[src/rtl/keypad_pkg.sv]
// Shared types and helpers for the 4x4 keypad scan controller.
// Holds the FSM state encoding, bus widths and the key-code encode function.
package keypad_pkg;

    localparam int COL_W  = 4;
    localparam int ROW_W  = 4;
    localparam int CODE_W = 4;
    localparam int IDX_W  = 2;

    typedef enum logic [1:0] {
        SCAN     = 2'd0,
        DEBOUNCE = 2'd1,
        RELEASE  = 2'd2
    } state_t;

    function automatic logic [CODE_W-1:0] encode_key(
        input logic [IDX_W-1:0] col_idx,
        input logic [IDX_W-1:0] row_idx
    );
        return {col_idx, row_idx};
    endfunction

endpackage

[src/rtl/key_fifo.sv]
// Small synchronous FIFO for key codes; head entry is shown combinationally.
// Pointers carry a wrap bit so full and empty are told apart by the MSB.
module key_fifo
    import keypad_pkg::*;
#(
    parameter int DEPTH = 4,
    parameter int WIDTH = CODE_W
) (
    input  logic             Clk,
    input  logic             Reset,
    input  logic             i_push,
    input  logic [WIDTH-1:0] i_data,
    input  logic             i_pop,
    output logic [WIDTH-1:0] o_data,
    output logic             o_full,
    output logic             o_empty
);

    localparam int AW = $clog2(DEPTH);

    logic [WIDTH-1:0] r_mem [DEPTH];
    logic [AW:0]      r_wr_ptr;
    logic [AW:0]      r_rd_ptr;
    logic             w_wr_en;
    logic             w_rd_en;

    assign o_empty = (r_wr_ptr == r_rd_ptr);
    assign o_full  = (r_wr_ptr[AW] != r_rd_ptr[AW]) &&
                     (r_wr_ptr[AW-1:0] == r_rd_ptr[AW-1:0]);

    // A pop frees a slot in the same cycle, so a push while full is accepted then.
    assign w_rd_en = i_pop && !o_empty;
    assign w_wr_en = i_push && (!o_full || w_rd_en);

    // NOTE: state registers use non-blocking assignments so every flop samples
    // pre-edge values regardless of statement order.
    always_ff @(posedge Clk or posedge Reset) begin
        if (Reset) begin
            r_wr_ptr <= '0;
            r_rd_ptr <= '0;
        end else begin
            if (w_wr_en) r_wr_ptr <= r_wr_ptr + 1'b1;
            if (w_rd_en) r_rd_ptr <= r_rd_ptr + 1'b1;
        end
    end

    // NOTE: the storage array has no reset; the pointers alone define which
    // entries are valid, and an unreset array maps onto plain RAM/flops.
    always_ff @(posedge Clk) begin
        if (w_wr_en) r_mem[r_wr_ptr[AW-1:0]] <= i_data;
    end

    assign o_data = o_empty ? '0 : r_mem[r_rd_ptr[AW-1:0]];

endmodule

[src/rtl/keypad_scan_ctrl.sv]
// 4x4 keypad scan sequencer: strobes columns, debounces press/release on the
// sample tick, and queues one 4-bit code per key press for a Valid/Ready consumer.
module keypad_scan_ctrl
    import keypad_pkg::*;
#(
    parameter int SCAN_DIV     = 1000,
    parameter int DEBOUNCE_CNT = 4,
    parameter int FIFO_DEPTH   = 4
) (
    input  logic              Clk,
    input  logic              Reset,
    input  logic [ROW_W-1:0]  S_Row,
    output logic [COL_W-1:0]  Col,
    output logic [CODE_W-1:0] Code,
    output logic              Valid,
    input  logic              Ready,
    output logic              Overflow
);

    localparam int DIV_W = $clog2(SCAN_DIV);
    localparam int DBC_W = $clog2(DEBOUNCE_CNT + 1);
    localparam logic [DIV_W-1:0] DIV_LAST = DIV_W'(SCAN_DIV - 1);
    localparam logic [DBC_W-1:0] DBC_DONE = DBC_W'(DEBOUNCE_CNT);

    state_t           r_state;
    state_t           w_state_nxt;
    logic [DIV_W-1:0] r_div;
    logic [IDX_W-1:0] r_col_idx;
    logic [IDX_W-1:0] w_col_nxt;
    logic [IDX_W-1:0] r_row_idx;
    logic [IDX_W-1:0] w_row_nxt;
    logic [DBC_W-1:0] r_dbc;
    logic [DBC_W-1:0] w_dbc_nxt;
    logic [DBC_W-1:0] w_dbc_inc;
    logic             r_overflow;

    logic             w_tick;
    logic             w_row_any;
    logic [IDX_W-1:0] w_row_idx;
    logic             w_push;
    logic             w_pop;
    logic             w_full;
    logic             w_empty;

    assign w_tick    = (r_div == DIV_LAST);
    assign w_row_any = ~&S_Row;
    assign w_dbc_inc = r_dbc + 1'b1;

    // Scanning downward lets the lowest closed row overwrite any higher one.
    always_comb begin
        w_row_idx = '0;
        for (int i = ROW_W - 1; i >= 0; i--) begin
            if (!S_Row[i]) w_row_idx = IDX_W'(i);
        end
    end

    always_ff @(posedge Clk or posedge Reset) begin
        if (Reset) begin
            r_div      <= '0;
            r_state    <= SCAN;
            r_col_idx  <= '0;
            r_row_idx  <= '0;
            r_dbc      <= '0;
            r_overflow <= 1'b0;
        end else begin
            r_div      <= w_tick ? '0 : r_div + 1'b1;
            r_state    <= w_state_nxt;
            r_col_idx  <= w_col_nxt;
            r_row_idx  <= w_row_nxt;
            r_dbc      <= w_dbc_nxt;
            r_overflow <= w_push && w_full && !w_pop;
        end
    end

    // NOTE: every output of this block gets a default first, so no path can
    // leave a signal unassigned and infer a latch.
    always_comb begin
        w_state_nxt = r_state;
        w_col_nxt   = r_col_idx;
        w_row_nxt   = r_row_idx;
        w_dbc_nxt   = r_dbc;
        w_push      = 1'b0;
        if (w_tick) begin
            unique case (r_state)
                SCAN: begin
                    if (w_row_any) begin
                        w_row_nxt   = w_row_idx;
                        w_dbc_nxt   = DBC_W'(1);
                        w_state_nxt = DEBOUNCE;
                    end else begin
                        w_col_nxt = r_col_idx + 1'b1;
                    end
                end
                DEBOUNCE: begin
                    if (w_row_any && (w_row_idx == r_row_idx)) begin
                        if (w_dbc_inc == DBC_DONE) begin
                            w_push      = 1'b1;
                            w_dbc_nxt   = '0;
                            w_state_nxt = RELEASE;
                        end else begin
                            w_dbc_nxt = w_dbc_inc;
                        end
                    end else begin
                        w_dbc_nxt   = '0;
                        w_state_nxt = SCAN;
                    end
                end
                RELEASE: begin
                    if (!w_row_any) begin
                        if (w_dbc_inc == DBC_DONE) begin
                            w_dbc_nxt   = '0;
                            w_state_nxt = SCAN;
                            w_col_nxt   = r_col_idx + 1'b1;
                        end else begin
                            w_dbc_nxt = w_dbc_inc;
                        end
                    end else begin
                        w_dbc_nxt = '0;
                    end
                end
                default: w_state_nxt = SCAN;
            endcase
        end
    end

    assign w_pop = Valid && Ready;

    key_fifo #(
        .DEPTH (FIFO_DEPTH),
        .WIDTH (CODE_W)
    ) u_fifo (
        .Clk     (Clk),
        .Reset   (Reset),
        .i_push  (w_push),
        .i_data  (encode_key(r_col_idx, r_row_idx)),
        .i_pop   (w_pop),
        .o_data  (Code),
        .o_full  (w_full),
        .o_empty (w_empty)
    );

    assign Col      = ~(COL_W'(1) << r_col_idx);
    assign Valid    = !w_empty;
    assign Overflow = r_overflow;

endmodule

[config.mk]
export PLATFORM = sky130hd
export DESIGN_NAME = keypad_scan_ctrl
export DESIGN_NICKNAME = d
export VERILOG_FILES = /design/src/rtl/keypad_pkg.sv /design/src/rtl/key_fifo.sv /design/src/rtl/keypad_scan_ctrl.sv
export SDC_FILE = /design/constraint.sdc
export NUM_CORES = 1
export LEC_CHECK = 0
export BUFFER_PORTS_ARGS = -buffer_cell sky130_fd_sc_hd__buf_2
export CAP_MARGIN = 30
export CORE_MARGIN = 2
export CORE_UTILIZATION = 45
export CTS_BUF_LIST = sky130_fd_sc_hd__clkbuf_8
export DETAILED_ROUTE_END_ITERATION = 16
export GPL_TIMING_DRIVEN = 0
export PLACE_DENSITY = 0.67
export SYNTH_ARGS = -nofsm -noshare
export SYNTH_HDL_FRONTEND = slang
export SYNTH_HIERARCHICAL = 1
export SYNTH_SLANG_ARGS = --single-unit
[constraint.sdc]
create_clock -name Clk -period 6.6 [get_ports Clk]
set_input_delay 0.66 -clock Clk [delete_from_list [all_inputs] [get_ports Clk]]
set_output_delay 0.66 -clock Clk [all_outputs]
set_load 0.05 [all_outputs]
Yosys cells after proc, flatten, opt, wreduce, memory -nomap -nowiden:

Memory sizes are Yosys's and may differ from the RTL's.
Index checks and enable logic that the tools add are counted.
W data, S select, Z words.

* output and inout port bits: 10
* memories kept: 1
* flip-flop bits (word level): 26
* word-level logic and storage cells: 77
* memory bits (writable): 16
* input bits: 7

* reduce and logical (&&, ||, !) cells: 20
* equality and inequality tests: 13
* mux-type cells: 27
* bitwise gates (word level): 2
* shifts and indexed selects: 1
* add/sub/neg operators: 5

Memories
* u_fifo.r_mem: words 4, bits a word 4, read ports 1, clocked after memory_dff 0, wr ports 1, line key_fifo.sv:21 `logic [WIDTH-1:0] r_mem [DEPTH];`

Operator list (number)
* $mux W2: 12
* $mux W3: 4
* $add A10 B1 Y10 const B: 1
* $eq A10 B10 Y1 const B: 1
* $mux W10: 1
* $reduce_and A5 Y1: 2
* $add A3 B1 Y3 const B: 3
* $pmux W3 S3: 1
* $ne A2 B2 Y1 const B: 4
* $logic_and A1 B1 Y1: 7
* $mux W1: 6
* $pmux W2 S3: 1
* $reduce_and A3 Y1: 2
* $eq A2 B2 Y1: 2
* $logic_not A1 Y1: 4
* $mux W4: 1
* $not A4 Y4: 1
* $pmux W2 S2: 1
* $reduce_and A4 Y1: 1
* $shl A1 B2 Y4 const A: 1
* $eq A3 B3 Y1: 1
* $eq A3 B3 Y1 const B: 1
* $ne A3 B3 Y1 const B: 1
* $reduce_bool A3 Y1: 1
* 8 further kinds: 8

Logic depth before layout (Yosys ltp):

* depth after elaboration: 12
* gate-level depth with buffers: 9
* depth with buffers taken out: 9

Hierarchy:

The synthesis kept the hierarchy.

By module, submodules not included
* keypad_scan_ctrl: sequential area each 500.5 µm², area each 1252.5 µm², times used 1, cells each 126
* key_fifo: sequential area each 630.6 µm², area each 1052.3 µm², times used 1, cells each 61

Least setup slack after synthesis:

OpenSTA, ideal clock, no wires.

* kind: reg-to-reg
* from: register u_fifo.r_rd_ptr[0]
* to: memory u_fifo/r_mem[0][0] (netlist bit), enable pin
* path slack: 4.243 ns
* data required time: 6.342 ns
* library setup time: 0.258 ns
* arrival: 2.099 ns
* clock period less this slack: 2.357 ns
* cell stages (with the launch flop): 7
* buffers on the path: 1
* path through: dfrtp_1 > buf_6 > xor2_4 > nor3_1 > nor2b_1 > or4_1 > and3_1

* longest elaborated chain between the ends: 8
* elaborated cells between the ends (all ways): 11
* classes of those cells: 2 x eq/ne; 2 x mux; 7 x reduce/logical

Ends and longest elaborated chain
* start, declared: line key_fifo.sv:23 `logic [AW:0] r_rd_ptr;`
* start signal, assigned: line key_fifo.sv:43 `if (w_rd_en) r_rd_ptr <= r_rd_ptr + 1'b1;`
* $eq A3 B3 Y1: line key_fifo.sv:27 `assign o_empty = (r_wr_ptr == r_rd_ptr);`
* via w_empty: line keypad_scan_ctrl.sv:43 `logic w_empty;`
* $logic_not A1 Y1: line keypad_scan_ctrl.sv:143 `assign Valid = !w_empty;`
* $logic_and A1 B1 Y1: line keypad_scan_ctrl.sv:126 `assign w_pop = Valid && Ready;`
* via w_pop: line keypad_scan_ctrl.sv:41 `logic w_pop;`
* $logic_and A1 B1 Y1: line key_fifo.sv:32 `assign w_rd_en = i_pop && !o_empty;`
* $logic_or A1 B1 Y1: line key_fifo.sv:33 `assign w_wr_en = i_push && (!o_full || w_rd_en);`
* $logic_and A1 B1 Y1: line key_fifo.sv:33
* $mux W1: line key_fifo.sv:50 `if (w_wr_en) r_mem[r_wr_ptr[AW-1:0]] <= i_data;`
* $mux W1 (implied by the code): line key_fifo.sv:50
* end, declared: line key_fifo.sv:21

The timed path passes the listed nets, and every way through them passes these cells.

Worst setup path in the final report:

* from: register u_fifo.r_rd_ptr[1]
* to: memory u_fifo/r_mem[2][0] (netlist bit), enable pin

The elaborated chain is that of the path after synthesis.

==> flow_summary.toml <==
[outcome]
outcome = "complete, no violations"

[power_and_ir_drop]
ir_drop_mv = 0.106
totalPowerFinal_uw = 469
comb_power_share_pct = 1.9
p_clk_share_pct = 40.7
leakage_nw = 1.15
p_per_area_nw_per_um2 = 182
pwr-share-seq_pct = 57.4
p_switching_uw = 87.1
switching_share_pct = 18.6
p_int_uw = 382

[synth]
synth.distinct_cells = 48
synth_edf_count = 16
async_flop_share_pct = 61.9
synth-seq-cells = 42
ys.warnings.count = 6
ys_seq_area_share_pct = 49.1
syn_area_sq_um = 2300
synthCells = 187
syn_nets = 210
synth_ff_type = "dfrtp_1"
synth_top_cell_by_area = "dfrtp_1"
avgSynthCellArea_sq_um = 12.3
synth.area.top_cells = "dfrtp_1 (28%), edfxtp_1 (21%), ha_1 (8.7%), mux4_1 (4.6%), xnor2_1 (3.4%)"
netlist.area_leader.share_pct = 28.2

[placement]
dp.final_hpwl_mm = 2.80
io_buffers = 16
dpl-instance-area_sq_um = 2470
place.gp.congestion = 0.770

[grt]
grt.met1_usage_pct = 18.4
grt_pass1_vias = 1485
grt_most_used_layer = "met2"
grt_usage_pct = 15.5
antenna_found_initial = 0
met2_usage_pct = 28.4
grt_max_degree = 21
gr-total-overflow = 0
grt_first_pass_wirelength_mm = 6.67
grtUsageMet3_pct = 2.78

[die]
io_pins = 17
dieArea_sq_um = 5710
fp.dieH_microns = 75.6
fp.dieW_microns = 75.6
core_area_sq_um = 5010
start_util_pct = 46.0
rows = 26

[clock_tree]
cts_sinks = 42
clockRootBuffer = "clkbuf_8"
cts_resized = 0
clk_path_buf_depth = 2
cts_inserted_buffers = 5
cts.clk_slew.worst_paths_ns = 0.07
cts_tree = "done"
holdBufCountCts = 0
clk_latency_ns = 0.28
h-tree-depth = 2
post_cts_buffers = 0

[detailed_routing]
vias_per_cell = 5.07
drc_errors = 0
drt_iter0_markers = 82
wirelength_mm = 3.70
ant_nets = 0
post_drt_wl_per_cell_microns = 13.2
first_pass_iters = 4
vias = 1424

[sta]
hold_violations = 0
period_minus_slack_ns = 2.79
period_share_pct = 42.3
skew_ns = 0.00253
rsz0062_at_grt = "false"
tns_ns = 0
slew_violations = 0
finalSetupViolCount = 0
clock.fmax_mhz = 358
maxSlewHeadroom_pct = 47.2
worst_pin_slew_ns = 0.791

[cells_and_area]
fillers = 458
postLayoutCellArea_sq_um = 2580
nets = 233
num_antenna_cells = 0
final_layout_size_suffix_gt1_share_pct = 18.5
area_growth_pct = 11.9

[critical_path]
endpoint_kind = "flip-flop"
cp_slowest_cell = "or4_1"
path_cells = "xor2_2 > nor3_1 > nor2b_1 > or4_1 > and3_1"
cp-start-kind = "flip-flop"
crit_start = "u_fifo/r_rd_ptr[1]"
worstPathRequired_ns = 6.63
r2r-end = "u_fifo/r_mem[2][0]"
worstSetupPathType = "flip-flop to flip-flop"
cpPeakStageDelay_ns = 0.62
r2r_slack_ns = 3.81
arrival_ns = 2.82
r2r_start = "u_fifo/r_rd_ptr[1]"
crit_path_end = "u_fifo/r_mem[2][0]"
reg2reg_depth = 5
crit_fanout = 7

[job]
maxCapViolCount = 0

[min_path]
hold_path_class = "input pin to async pin"
==> worst max-delay path, delay by kind of cell, from the launching register on <==
| family | cells | cell delay [ns] |
|---|---|---|
| and+or+nand+nor | 4 | 1.78 |
| DFF | 1 | 0.49 |
| xor gates and xnor gates | 1 | 0.26 |
==> per-layer routing <==
layer,vias to the layer above,routed length (microns),part of all wire (%)
met3,4,91,2.5
li1,710,-,-
met4,0,39,1.1
met5,-,0,0
met2,18,1920,52
met1,692,1650,45
==> power by group through the flow <==
stage | Sequential [mW] | Clock (mW) | Combinational [mW]
after floorplan | 0.275 | 0 | 0.00469
final | 0.269 | 0.191 | 0.00889
after detailed placement | 0.275 | 0 | 0.00924
after global placement | 0.275 | 0 | 0.00900
after CTS | 0.269 | 0.199 | 0.00919
after global routing | 0.269 | 0.209 | 0.0106
==> cells in the final DEF, fill, tap and decap left out, drive strengths merged, types with 5 or more instances in the layout <==
cell     n
inv     20
mux2     5
nand3    7
nor2b    7
nor2    13
nand2    9
dfrtp   26
ha      16
clkbuf   5
xor2     7
buf     19
edfxtp  16
xnor2    9
==> cell type report <==
cell class	count	area, sq um	area share, %
repair buffers	16	80.1	3.11
plain buffers	3	33.8	1.31
flip-flops and latches	42	1130	43.9
clock buffers	5	68.8	2.67
clock inverters	3	37.5	1.46
well taps	70	87.6	3.40
multi-input cells	123	1070	41.4
inverters	19	71.3	2.77
==> flip-flops by register name, indices dropped and copies added, names as in the netlist <==
signal / flops
r_dbc: 3
u_fifo/r_mem: 16
Overflow: 1
r_state: 2
r_row_idx: 2
r_div: 10
u_fifo/r_rd_ptr: 3
r_col_idx: 2
u_fifo/r_wr_ptr: 3
==> cell families (layout without fill, tap and decap cells) <==
kind of cell / after synthesis / count (layout) / synth area share [%]
mux: 10 / 10 / 7.76
compound gates: 24 / 24 / 8.42
buf+inv: 22 / 46 / 4.56
flops: 42 / 42 / 49.1
simple gates: 57 / 57 / 14.3
fa+ha+maj: 16 / 16 / 8.69
xor+xnor: 16 / 16 / 7.22
==> worst min-delay path by stage <==
stage | endpoint | from | cells after the start | slack, ns
after floorplan | u_fifo/r_rd_ptr[0] | Reset | 1 | 0.45
after CTS | u_fifo/r_wr_ptr[1] | Reset | 2 | 0.29
after global routing | u_fifo/r_rd_ptr[2] | Reset | 2 | 0.30
after detailed placement | r_div[9] | r_div[9] | 1 | 0.48
after global placement | r_div[9] | r_div[9] | 1 | 0.47
final | u_fifo/r_rd_ptr[1] | Reset | 2 | 0.29
==> metrics by stage <==
stage / util, % / hold slack, ns / worst slack [ns] / cells
after floorplan: - / 0.447 / 4.24 / 187
after global routing: 51.5 / 0.302 / 3.61 / 281
after global placement: 49.4 / 0.472 / 3.89 / 273
after CTS: 51.5 / 0.292 / 3.81 / 281
after detailed placement: 49.4 / 0.476 / 3.83 / 273
final: 51.5 / 0.290 / 3.81 / 281
==> cells in the mapped netlist, drive strengths merged (5+ instances only) <==
| library cell | count |
|---|---|
| dfrtp | 26 |
| edfxtp | 16 |
| ha | 16 |
| inv | 19 |
| mux2 | 5 |
| nand2 | 9 |
| nand3 | 7 |
| nor2 | 13 |
| nor2b | 7 |
| xnor2 | 9 |
| xor2 | 7 |
Note: power is estimated with default switching activity, not from simulation.
